[src/rtl/estacao_reserva_add.sv]
// Reservation station for the ADD/SUB unit: captures operands, snoops the CDB for pending tags,
// executes with a fixed latency and holds the result until granted. Optional: ESTACAO_RESERVA_ERRO_EN.
module estacao_reserva_add #(
    parameter logic [2:0] TAG          = 3'd1,
    parameter int         EXEC_LATENCY = 2
) (
    input  logic        Clock,
    input  logic        Reset,
    input  logic        Enable_VQ,
    input  logic [2:0]  Ufop,
    input  logic [15:0] Vj,
    input  logic [15:0] Vk,
    input  logic [2:0]  Qj,
    input  logic [2:0]  Qk,
    input  logic [3:0]  R_target,
    input  logic        CDB_Valid,
    input  logic [2:0]  CDB_Tag,
    input  logic [15:0] CDB_Data,
    input  logic        CDB_Grant,
    output logic        Busy,
    output logic        Result_Valid,
    output logic [2:0]  Result_Tag,
    output logic [15:0] Result_Data,
    output logic [3:0]  Result_Target,
    output logic [1:0]  Estado_dbg
`ifdef ESTACAO_RESERVA_ERRO_EN
    ,
    output logic        Erro_Despacho
`endif
);

    // Handshakes: dispatch is accepted only on an edge where Enable_VQ=1 and Busy=0.
    // Result_Valid and its payload hold steady until an edge samples CDB_Grant=1 in WRITEBACK.

    typedef enum logic [1:0] {
        IDLE      = 2'd0,
        WAIT_OPS  = 2'd1,
        EXEC      = 2'd2,
        WRITEBACK = 2'd3
    } state_t;

    localparam logic [2:0]  OP_SUB     = 3'b010;
    localparam logic [3:0]  CNT_LOAD   = 4'(EXEC_LATENCY - 1);
    localparam logic [15:0] OPER_RESET = 16'hFFF0;

    state_t      state_q, state_d;
    logic [3:0]  cnt_q, cnt_d;
    logic [15:0] vj_q, vj_d;
    logic [15:0] vk_q, vk_d;
    logic [2:0]  qj_q, qj_d;
    logic [2:0]  qk_q, qk_d;
    logic [2:0]  ufop_q, ufop_d;
    logic [3:0]  rtgt_q, rtgt_d;
    logic        res_valid_q, res_valid_d;
    logic [15:0] res_data_q, res_data_d;
    logic [3:0]  res_tgt_q, res_tgt_d;

    logic        cap_hit_j, cap_hit_k;
    logic        wait_hit_j, wait_hit_k;
    logic [2:0]  cap_qj, cap_qk;
    logic [15:0] alu_res;

    // A tag of zero means "value present", so only nonzero tags can match the bus.
    assign cap_hit_j  = CDB_Valid && (Qj != 3'd0) && (CDB_Tag == Qj);
    assign cap_hit_k  = CDB_Valid && (Qk != 3'd0) && (CDB_Tag == Qk);
    assign wait_hit_j = CDB_Valid && (qj_q != 3'd0) && (CDB_Tag == qj_q);
    assign wait_hit_k = CDB_Valid && (qk_q != 3'd0) && (CDB_Tag == qk_q);

    assign cap_qj = cap_hit_j ? 3'd0 : Qj;
    assign cap_qk = cap_hit_k ? 3'd0 : Qk;

    // Every opcode other than SUB executes as ADD.
    assign alu_res = (ufop_q == OP_SUB) ? (vj_q - vk_q) : (vj_q + vk_q);

    always_comb begin
        state_d     = state_q;
        cnt_d       = cnt_q;
        vj_d        = vj_q;
        vk_d        = vk_q;
        qj_d        = qj_q;
        qk_d        = qk_q;
        ufop_d      = ufop_q;
        rtgt_d      = rtgt_q;
        res_valid_d = res_valid_q;
        res_data_d  = res_data_q;
        res_tgt_d   = res_tgt_q;

        case (state_q)
            IDLE: begin
                if (Enable_VQ) begin
                    ufop_d = Ufop;
                    rtgt_d = R_target;
                    vj_d   = cap_hit_j ? CDB_Data : Vj;
                    vk_d   = cap_hit_k ? CDB_Data : Vk;
                    qj_d   = cap_qj;
                    qk_d   = cap_qk;
                    if ((cap_qj == 3'd0) && (cap_qk == 3'd0)) begin
                        state_d = EXEC;
                        cnt_d   = CNT_LOAD;
                    end else begin
                        state_d = WAIT_OPS;
                    end
                end
            end

            WAIT_OPS: begin
                // Leave only once the stored tags are already clear, one edge after the last capture.
                if ((qj_q == 3'd0) && (qk_q == 3'd0)) begin
                    state_d = EXEC;
                    cnt_d   = CNT_LOAD;
                end else begin
                    if (wait_hit_j) begin
                        vj_d = CDB_Data;
                        qj_d = 3'd0;
                    end
                    if (wait_hit_k) begin
                        vk_d = CDB_Data;
                        qk_d = 3'd0;
                    end
                end
            end

            EXEC: begin
                if (cnt_q == 4'd0) begin
                    state_d     = WRITEBACK;
                    res_valid_d = 1'b1;
                    res_data_d  = alu_res;
                    res_tgt_d   = rtgt_q;
                end else begin
                    cnt_d = cnt_q - 4'd1;
                end
            end

            WRITEBACK: begin
                if (CDB_Grant) begin
                    state_d     = IDLE;
                    res_valid_d = 1'b0;
                end
            end

            default: begin
                state_d     = IDLE;
                res_valid_d = 1'b0;
            end
        endcase
    end

    always_ff @(posedge Clock or negedge Reset) begin
        if (!Reset) begin
            state_q     <= IDLE;
            cnt_q       <= 4'd0;
            vj_q        <= OPER_RESET;
            vk_q        <= OPER_RESET;
            qj_q        <= 3'd0;
            qk_q        <= 3'd0;
            ufop_q      <= 3'd0;
            rtgt_q      <= 4'd0;
            res_valid_q <= 1'b0;
            res_data_q  <= 16'h0000;
            res_tgt_q   <= 4'd0;
        end else begin
            state_q     <= state_d;
            cnt_q       <= cnt_d;
            vj_q        <= vj_d;
            vk_q        <= vk_d;
            qj_q        <= qj_d;
            qk_q        <= qk_d;
            ufop_q      <= ufop_d;
            rtgt_q      <= rtgt_d;
            res_valid_q <= res_valid_d;
            res_data_q  <= res_data_d;
            res_tgt_q   <= res_tgt_d;
        end
    end

`ifdef ESTACAO_RESERVA_ERRO_EN
    logic erro_q, erro_d;

    // Sticky flag for a dispatch attempted while the station was occupied.
    always_comb begin
        erro_d = erro_q;
        if (Enable_VQ && (state_q != IDLE)) begin
            erro_d = 1'b1;
        end
    end

    always_ff @(posedge Clock or negedge Reset) begin
        if (!Reset) begin
            erro_q <= 1'b0;
        end else begin
            erro_q <= erro_d;
        end
    end

    assign Erro_Despacho = erro_q;
`endif

    assign Busy          = (state_q != IDLE);
    assign Result_Valid  = res_valid_q;
    assign Result_Tag    = TAG;
    assign Result_Data   = res_data_q;
    assign Result_Target = res_tgt_q;
    assign Estado_dbg    = state_q;

endmodule

[config.mk]
export PLATFORM = sky130hd
export DESIGN_NAME = estacao_reserva_add
export DESIGN_NICKNAME = d
export VERILOG_FILES = /design/src/rtl/estacao_reserva_add.sv
export SDC_FILE = /design/constraint.sdc
export NUM_CORES = 1
export LEC_CHECK = 0
export CORE_AREA = 5 5 118 120
export DETAILED_ROUTE_END_ITERATION = 10
export DIE_AREA = 0 0 123 125
export MAX_ROUTING_LAYER = met4
export PLACE_DENSITY = 0.68
export SYNTH_ARGS = -nofsm -noshare
export SYNTH_HDL_FRONTEND = slang
export SYNTH_SLANG_ARGS = --single-unit
[constraint.sdc]
create_clock -name Clock -period 2.7 [get_ports Clock]
set_clock_uncertainty 0.2 [all_clocks]
set_input_delay 0.81 -clock Clock [delete_from_list [all_inputs] [get_ports Clock]]
set_output_delay 0.81 -clock Clock [all_outputs]
set_load 0.01 [all_outputs]
[Word-level counts from Yosys, hierarchy flattened]
Cells that the tools add are included.
Word-level totals
  register bits: 72
  bits of input ports: 69
  output and inout bits: 27
  word-level logic and storage cells: 97
Cells by class
  add/sub/neg operators: 3
  eq/ne operators: 17
  mux-type cells: 35
  reductions and logical operators: 31
Operators with widths (number)
  16-bit 2-to-1 mux: 9
  16-bit case mux with 2 select lines: 2
  3-bit 2-to-1 mux: 8
  2-bit inequality test, second input constant: 9
  16-bit adder: 1
  4-bit 2-to-1 mux: 4
  16-bit subtractor: 1
  3-bit nonzero test: 5
  3-bit == test: 4
  3-bit logical NOT: 4
  3-bit case mux with 2 select lines: 2
  4-bit case mux with 3 select lines: 1
  4-bit AND reduction: 3
  1-bit logical AND: 10
  2-bit 2-to-1 mux: 5
  2-bit case mux with 4 select lines: 1
  2-bit nonzero test: 3
  5-bit AND reduction: 1
  2-bit == test, second input constant: 2
  4-bit logical NOT: 1
  2-bit AND reduction: 2
  4-bit by 1-bit subtractor with 4-bit output, second input constant: 1
  3-bit by 2-bit == test with 1-bit output, second input constant: 1
  3-bit AND reduction: 1
  other kinds (4): 5

[Longest topological paths before layout]
Gate-level depths: netlist of run 1.
  depth in word-level cells: 9
  mapped depth: 13
  gate-level depth less buffers: 13

[Worst setup path before layout of run 1]
OpenSTA, ideal clock, no wires.
  kind: reg2reg
  start: register ufop_q[0]
  end: register res_data_q[12] (netlist: Result_Data[12])
  library setup time: 0.132 ns
  data arrival time: 2.558 ns
  required time: 2.368 ns
  setup slack: -0.190 ns
  stages on the path, launching flop included: 13
  buffers on the path: 1
  period minus slack after synthesis: 2.890 ns
  cell sequence: dfrtp_1 > nor2_1 > and2_1 > clkbuf_1 > nor2_1 > xnor2_1 > ha_1 > a211oi_1 > o211ai_1 > a211o_1 > a31oi_1 > xor2_1 > o21ai_1
On the way
  longest elaborated chain between the ends: 2
RTL lines
  from (decl): line 52  | logic [2:0] ufop_q, ufop_d;
  from (signal assigned): line 168  | ufop_q <= ufop_d;
  3-bit by 2-bit == test with 1-bit output: line 73  | assign alu_res = (ufop_q == OP_SUB) ? (vj_q - vk_q) : (vj_q + vk_q);
  16-bit 2-to-1 mux: line 73
  to (signal assigned): line 171  | res_data_q <= res_data_d;
  to (decl): line 55  | logic [15:0] res_data_q, res_data_d;
Every way passes these cells.
A chain may end at the register's enable or synchronous reset.

[Final worst setup path of run 1]
  start: register vk_q[0]
  end: register res_data_q[15] (netlist: Result_Data[15])
On the way
  longest elaborated chain between the ends: 2
  elaborated cells between the ends (all ways): 3
  those cells by class: add/sub (2); mux (1)
RTL lines
  from (decl): line 49  | logic [15:0] vk_q, vk_d;
  from (signal assigned): line 165  | vk_q <= vk_d;
  16-bit adder or 16-bit subtractor (tied branches): line 73
  16-bit 2-to-1 mux (*): line 73
Mark *: on every way between the ends. The rest lies on a longest branch, timed or not.

==> run_results.csv, run 1 <==
group,metric,value,unit
timing,fmax,350,MHz
layout,antenna_cells,0,
layout,final_net_count,758,
power,total_power,9740,uW
critical_path,cp.required,2.71,ns
logic_synthesis,synth_seq_cells,72,
logic_synthesis,synth-xor-area-share,6.23,%
clock_network,htreeDepth,3,
route,first_iter_violations,178,
route,drc_errors,0,
logic_synthesis,syn_avg_cell_area,9.20,um^2
layout,drive_above_1_share,25.8,%
route,routed_wl,12.5,mm
clock_network,insertion_delay,0.33,ns
layout,syn_to_final_growth,44.3,%
power,p_int,5740,uW
layout,fillers,1153,
logic_synthesis,synth_ff_type,"dfrtp_1",
route,top_layer_used,"met4",
layout,stdcell_area,0.00669,mm^2
logic_synthesis,synth_top_family_by_area,"simple AND/OR/NAND/NOR gates",
route,final_antenna_net_count,0,
clock_network,cts.reportedPaths.clkPinSlew,0.06,ns
timing,fin_crit_sh,106,%
grt,grt_first_pass_wirelength,19.8,mm
logic_synthesis,synth-edff-count,0,
power,p_sw,4000,uW
logic_synthesis,synth_compound_area_share,15.9,%
grt,grt_pass1_vias,4235,
clock_network,cts.sinks,72,
logic_synthesis,yosysWarnings,0,
critical_path,crit_type,"reg2reg",
placed_design,gp_congestion,0.809,
power,swShare,41.1,%
placed_design,place_area,0.00618,mm^2
power,pwr-share-seq,22.1,%
timing,min_period,2.86,ns
clock_network,clockRootBuffer,"clkbuf_16",
grt,gr-total-overflow,0,
grt,grt_max_degree,73,
grt,grt_usage,16.3,%
floorplan,start_util,36.0,%
logic_synthesis,ys_async_sr_fraction,100,%
power,p_clk_share,11.3,%
job,cap_viol_max_count,0,
critical_path,crit_arrival,2.87,ns
critical_path,critPathLaunchType,"flop",
floorplan,die_y,125,um
logic_synthesis,synth-simple-area-share,17.1,%
route,drtPass1Iterations,4,
clock_network,cts_buffer_depth,2,
outcome,violations,"setup timing",
power,ir_drop,0.601,mV
floorplan,io_pins,96,
placed_design,place_ws,-0.286,ns
power,powerDensity,1460,mW/mm^2
outcome,status,"complete, but fails checks",
critical_path,cp_max_fo,4,
power,pwr-share-comb,66.5,%
clock_network,cts_buffers,9,
logic_synthesis,netlist_instances,504,
route,wire_per_inst,14.7,um
logic_synthesis,netlist_area,0.00464,mm^2
critical_path,end_kind,"flop",
timing,finalHoldViolCount,0,
logic_synthesis,synthAdderAreaFrac,6.37,%
floorplan,core_area,0.0129,mm^2
route,met3_length,559,um
placed_design,io_buffers,92,
worst_hold_path,hp-class,"reg2reg",
timing,maxSlewViolCount,0,
floorplan,core.rowCount,42,
logic_synthesis,synthMuxAreaShare,9.74,%
floorplan,die_w,123,um
logic_synthesis,synth.yosys.seq_area_share,39.5,%
timing,fin_ws,-0.155,ns
timing,rsz0062_at_grt,"true",
floorplan,die_area,0.0154,mm^2
placed_design,dp_hpwl,9.57,mm
clock_network,cts_hold_buf,0,
timing,finalSetupViolCount,5,
logic_synthesis,yosysUniqueCellTypes,67,
grt,antenna_found_initial,0,
route,vias_per_cell,4.96,
power,p_leak,0.00304,uW
route,met2_length,6.12,mm
route,route.layer.met1.wl,5.55,mm
clock_network,cts_tree,"yes",
route,dr_total_vias,4197,
## worst max-delay path: stages, from the launching register on
cell and delay, ns:
dfrtp_1 0.40, inv_1 0.07, ha_2 0.20, nand3b_1 0.15
o31ai_2 0.27, xor2_1 0.11, ha_1 0.35, o211ai_1 0.11
a31o_1 0.25, o31a_1 0.28, a222oi_1 0.28, nand2_1 0.08
## cells in the mapped netlist, drive strengths merged, types with 2 or more instances
cell	n	area, um^2
nor3	8	45.0
xnor2	24	210
a22oi	3	22.5
conb	2	7.51
buf	15	123
or4	2	18.8
o21bai	3	22.5
nor2	37	149
a21oi	43	226
mux2	9	101
dfrtp	48	1200
o31ai	2	15.0
a31o	3	26.3
o211ai	5	37.5
inv	17	63.8
nand2	69	259
a41oi	2	17.5
nand3b	2	15.0
nor2b	3	18.8
or3	2	12.5
clkbuf	12	45.0
nand4	4	25.0
nand2b	4	25.0
a31oi	3	18.8
o21a	2	16.3
dfstp	24	631
or3b	2	20.0
a211oi	3	22.5
mux2i	35	350
and2	3	18.8
nor3b	2	15.0
a21o	4	30.0
nand3	9	45.0
or2	2	12.5
and3	4	26.3
o21ai	46	230
and2b	2	16.3
xor2	9	78.8
ha	22	275
## final timing paths
| kind | slack, ns | from | to | depth (start not counted) |
|---|---|---|---|---|
| worst max-delay path | -0.16 | vk_q[0] | Result_Data[15] | 11 |
| worst min-delay path | 0.27 | rtgt_q[1] | Result_Target[1] | 2 |
| min in group asynchronous | 0.29 | Reset | Estado_dbg[1] | 2 |
| worst max register to register | -0.16 | vk_q[0] | Result_Data[15] | 11 |
| worst min register to register | 0.27 | rtgt_q[1] | Result_Target[1] | 2 |
| max in group asynchronous | 1.66 | Reset | vk_q[8] | 2 |
## power groups by stage
stage / logic, uW / clock network (uW) / registers [uW]
5_1_grt: 7150 / 1170 / 2220
3_3_place_gp: 5730 / 0 / 2140
3_5_place_dp: 5890 / 0 / 2160
6_report: 6480 / 1100 / 2160
4_1_cts: 6050 / 1120 / 2150
2_1_floorplan: 3730 / 0 / 2160
## layout by cell type (no fill, tap or decap), types with 3 or more instances in the layout
cell type / Yosys / final
ha_1: 22 / 21
dfrtp_1: 48 / 47
nand2_1: 69 / 68
a21oi_1: 40 / 35
a21o_1: 4 / 4
mux2_2: 8 / 7
buf_4: 4 / 81
xnor2_1: 24 / 23
o21bai_1: 3 / 3
and3_1: 3 / 3
dfstp_2: 24 / 24
inv_1: 17 / 17
buf_12: 0 / 3
nor3_1: 7 / 6
a21oi_2: 3 / 8
clkbuf_16: 0 / 10
o211ai_1: 5 / 5
mux2i_1: 35 / 34
nand2b_1: 4 / 4
nor2b_1: 3 / 3
nand3_1: 9 / 7
nor2_2: 1 / 3
conb_1: 2 / 3
o21ai_0: 9 / 7
o21ai_1: 37 / 39
clkdlybuf4s50_1: 0 / 89
xor2_1: 9 / 9
nand4_1: 4 / 4
nor2_1: 35 / 32
## cells by family (layout without fill, tap and decap cells)
| family | after synthesis | count (layout) |
|---|---|---|
| AO/OA/AOI/OAI | 125 | 125 |
| XOR/XNOR | 33 | 33 |
| adder cells (fa/ha/maj) | 23 | 23 |
| buffers and inverters | 44 | 210 |
| flip-flops | 72 | 72 |
| multiplexers | 44 | 44 |
| other | 2 | 3 |
| AND/OR/NAND/NOR | 161 | 161 |
## cell type report
cell class              count  area, um^2  area share (%)
well taps                 176         220            3.29
repair buffers            177        1610            24.1
clock buffers              10         229            3.42
multi-input cells         389        2690            40.2
inverters                  17        63.8           0.953
flip-flops and latches     72        1830            27.4
clock inverters             6        43.8           0.654
## through the flow
step | cells | hold slack, ns | utilization [%] | setup TNS (ns)
after global routing | 847 | 0.297 | 52.0 | -1.46
final | 847 | 0.270 | 52.0 | -0.513
after CTS | 834 | 0.270 | 50.6 | -0.391
after global placement | 814 | 0.248 | 48.0 | -5.67
after floorplan | 505 | 0.233 | - | -0.175
after detailed placement | 814 | 0.255 | 48.0 | -7.32
## timing repair
item	4_1_cts	5_1_grt
buffers inserted	5	12
cloned	0	1
gates resized for setup	12	16
pin swaps	7	14
endpoints found under the setup margin	8	24
## sequential cells by signal, indices dropped and copies added, names as in the netlist
register       cells
Estado_dbg         2
ufop_q             3
qj_q               3
vk_q              16
Result_Valid       1
Result_Data       16
Result_Target      4
cnt_q              4
rtgt_q             4
qk_q               3
vj_q              16
## metal layers
metal	track usage, %	vias up
met3	2.76	19
met5	-	-
met2	26.2	102
met1	20.9	1989
li1	-	2087
met4	5.15	0
(Power assumes the default switching activity.)
==> inputs of run 2 (changes only) <==
--- a/config.mk
+++ b/config.mk
@@ -10,6 +10,7 @@
 export DIE_AREA = 0 0 123 125
 export MAX_ROUTING_LAYER = met4
 export PLACE_DENSITY = 0.68
+export SLEW_MARGIN = 20
 export SYNTH_ARGS = -nofsm -noshare
 export SYNTH_HDL_FRONTEND = slang
 export SYNTH_SLANG_ARGS = --single-unit
==> results of run 2 <==
The final DEF is identical to that of run 1; final timing and power are the same.
==> inputs of run 3 (changes only) <==
--- a/config.mk
+++ b/config.mk
@@ -9,7 +9,8 @@
 export DETAILED_ROUTE_END_ITERATION = 10
 export DIE_AREA = 0 0 123 125
 export MAX_ROUTING_LAYER = met4
-export PLACE_DENSITY = 0.68
+export PLACE_DENSITY = 0.73
+export REMOVE_ABC_BUFFERS = 1
 export SLEW_MARGIN = 20
 export SYNTH_ARGS = -nofsm -noshare
 export SYNTH_HDL_FRONTEND = slang
==> run 3 against run 2 <==
Sequential cell count unchanged. Global-route usage up 0.88 points. Sequential power is essentially flat. Utilization rose by 0.55 points. Register-to-register slack lost 0.09 ns. Routed wire length increased by 0.34%. Total power increased by 3.8%. The run still ends with setup timing left. Clock-buffer cell count up 2. Non-clock buffer count shrank 6. Largest power group unchanged. Clock power increased by 15%. Fmax decreased by 3.1%.
==> run_results.csv, run 3 (synthesis results as in run 1) <==
group,metric,value,unit
layout,drive_above_1_share,25.6,%
grt,antenna_found_initial,0,
layout,antenna_cells,0,
layout,final_common_cell,"clkdlybuf4s50_1",
timing,setup_tns,-0.718,ns
power,swShare,40.3,%
critical_path,slowest_delay,0.57,ns
grt,gr-total-overflow,0,
route,wire_per_inst,14.9,um
power,p_int,6030,uW
layout,finish.utilization,52.5,%
grt,grt_max_degree,73,
floorplan,die_area,0.0154,mm^2
timing,tightest_slew,0.719,ns
timing,finalHoldViolCount,0,
clock_network,cts_buffer_depth,2,
critical_path,cp_num_buf_inv,0,
critical_path,cp_slowest_cell,"or4_4",
timing,finalSetupViolCount,5,
layout,fillers,1133,
critical_path,path_cells,"or4_4 -> nor4_4 -> a21oi_2 -> xnor2_1 -> ha_1 -> nand4_1 -> o31a_1 -> a222oi_1 -> nand2_1",
timing,max-slew-margin-rel,51.9,%
clock_network,cts.sinks,72,
critical_path,cp.required,2.71,ns
clock_network,cts_hold_buf,0,
placed_design,placed_cells,815,
floorplan,die_w,123,um
placed_design,io_buffers,92,
route,drtPass1Iterations,4,
placed_design,gp_congestion,0.833,
critical_path,critical-path-top-delay-family,"simple AND/OR/NAND/NOR gates",
timing,fin_crit_sh,109,%
critical_path,end_kind,"flop",
power,ir_drop,0.552,mV
floorplan,core.rowCount,42,
clock_network,cts_tree,"yes",
grt,grt_pass1_vias,4282,
grt,grt_first_pass_wirelength,20.6,mm
power,p_clk_share,12.6,%
clock_network,cts_buffers,9,
power,p_leak,0.00306,uW
floorplan,core_area,0.0129,mm^2
clock_network,cts.reportedPaths.clkPinSlew,0.06,ns
power,pwr-share-seq,21.2,%
clock_network,htreeDepth,3,
critical_path,crit_type,"reg2reg",
outcome,status,"complete, but fails checks",
timing,maxSlewViolCount,0,
grt,grt_usage,17.2,%
route,routed_wl,12.5,mm
clock_network,insertion_delay,0.34,ns
floorplan,die_y,125,um
layout,final_cells,841,
power,pwr-share-comb,66.2,%
power,p_sw,4080,uW
floorplan,io_pins,96,
route,final_antenna_net_count,0,
route,vias_per_cell,4.89,
critical_path,cp_max_fo,4,
power,powerDensity,1490,mW/mm^2
route,first_iter_violations,261,
layout,most-common-layout-cells,"clkdlybuf4s50_1 (89), nand2_1 (69), buf_4 (69), dfrtp_1 (47), o21ai_1 (39)",
layout,final_net_count,752,
clock_network,clockRootBuffer,"clkbuf_16",
timing,fin_ws,-0.247,ns
critical_path,crit_arrival,2.96,ns
timing,fmax,339,MHz
timing,min_period,2.95,ns
critical_path,critPathLaunchType,"flop",
floorplan,start_util,36.0,%
route,dr_total_vias,4111,
layout,syn_to_final_growth,45.8,%
route,drc_errors,0,
outcome,violations,"setup timing",
timing,rsz0062_at_grt,"true",
placed_design,dp_hpwl,9.39,mm
job,cap_viol_max_count,0,
worst_hold_path,hp-class,"reg2reg",
-- run 3: cell count changes in the layout (fill, tap and decap cells not counted), sizes merged --
cell	before	now
clkbuf	11	13
clkinv	3	2
inv	20	18
buf	85	79
bufinv	0	1
-- run 3: cell type report --
| cell class | count | area (um^2) | area share (%) |
|---|---|---|---|
| Multi-Input combinational cell | 389 | 2730 | 40.3 |
| Sequential cell | 72 | 1830 | 27.1 |
| Timing Repair Buffer | 171 | 1600 | 23.6 |
| Clock buffer | 12 | 279 | 4.13 |
| Tap cell | 176 | 220 | 3.26 |
| Inverter | 17 | 63.8 | 0.943 |
| Clock inverter | 4 | 46.3 | 0.684 |
-- run 3: repair_timing --
action,CTS,global route
buffers inserted,5,5
pin swaps,19,13
resized for setup,30,13
endpoints found under the setup margin,8,27
gates cloned,0,1
-- run 3: tightest hold or removal path: cells and delay by family (launching register included) --
kind,cells,cell delay (ns)
AND/OR/NAND/NOR,2,0.10
flip-flops,1,0.34
-- run 3: worst paths after layout --
path,from,to,slack (ns),cells after the start
max in group asynchronous,Reset,vk_q[12],1.65,2
max,vk_q[9],Result_Data[15],-0.25,9
min in group asynchronous,Reset,Result_Valid,0.28,2
max reg2reg,vk_q[9],Result_Data[15],-0.25,9
min,rtgt_q[3],Result_Target[3],0.26,2
min reg2reg,rtgt_q[3],Result_Target[3],0.26,2
-- run 3: power by group through the flow --
stage | clock network, uW | logic, uW | registers [uW]
after CTS | 1300 | 6320 | 2150
after global placement | 0 | 5800 | 2140
after global routing | 1350 | 7350 | 2230
final | 1270 | 6690 | 2150
after detailed placement | 0 | 5990 | 2160
after floorplan | 0 | 3560 | 2160
-- run 3: layer usage --
metal	up-vias	routed length, um	global-route usage, %
li1	2071	-	-
met1	1952	5380	20.7
met2	69	6450	28.7
met3	19	429	2.53
met4	0	249	6.84
met5	-	0	-
-- run 3: metrics by stage --
step,total power (uW),worst slack [ns],cell area (um^2),hold WS [ns]
finish,10100,-0.247,6760,0.262
global route,10900,-0.377,6760,0.292
CTS,9760,-0.239,6650,0.264
detailed placement,8150,-0.327,6190,0.249
global placement,7940,-0.281,6190,0.242
floorplan,5720,-0.438,4470,0.233
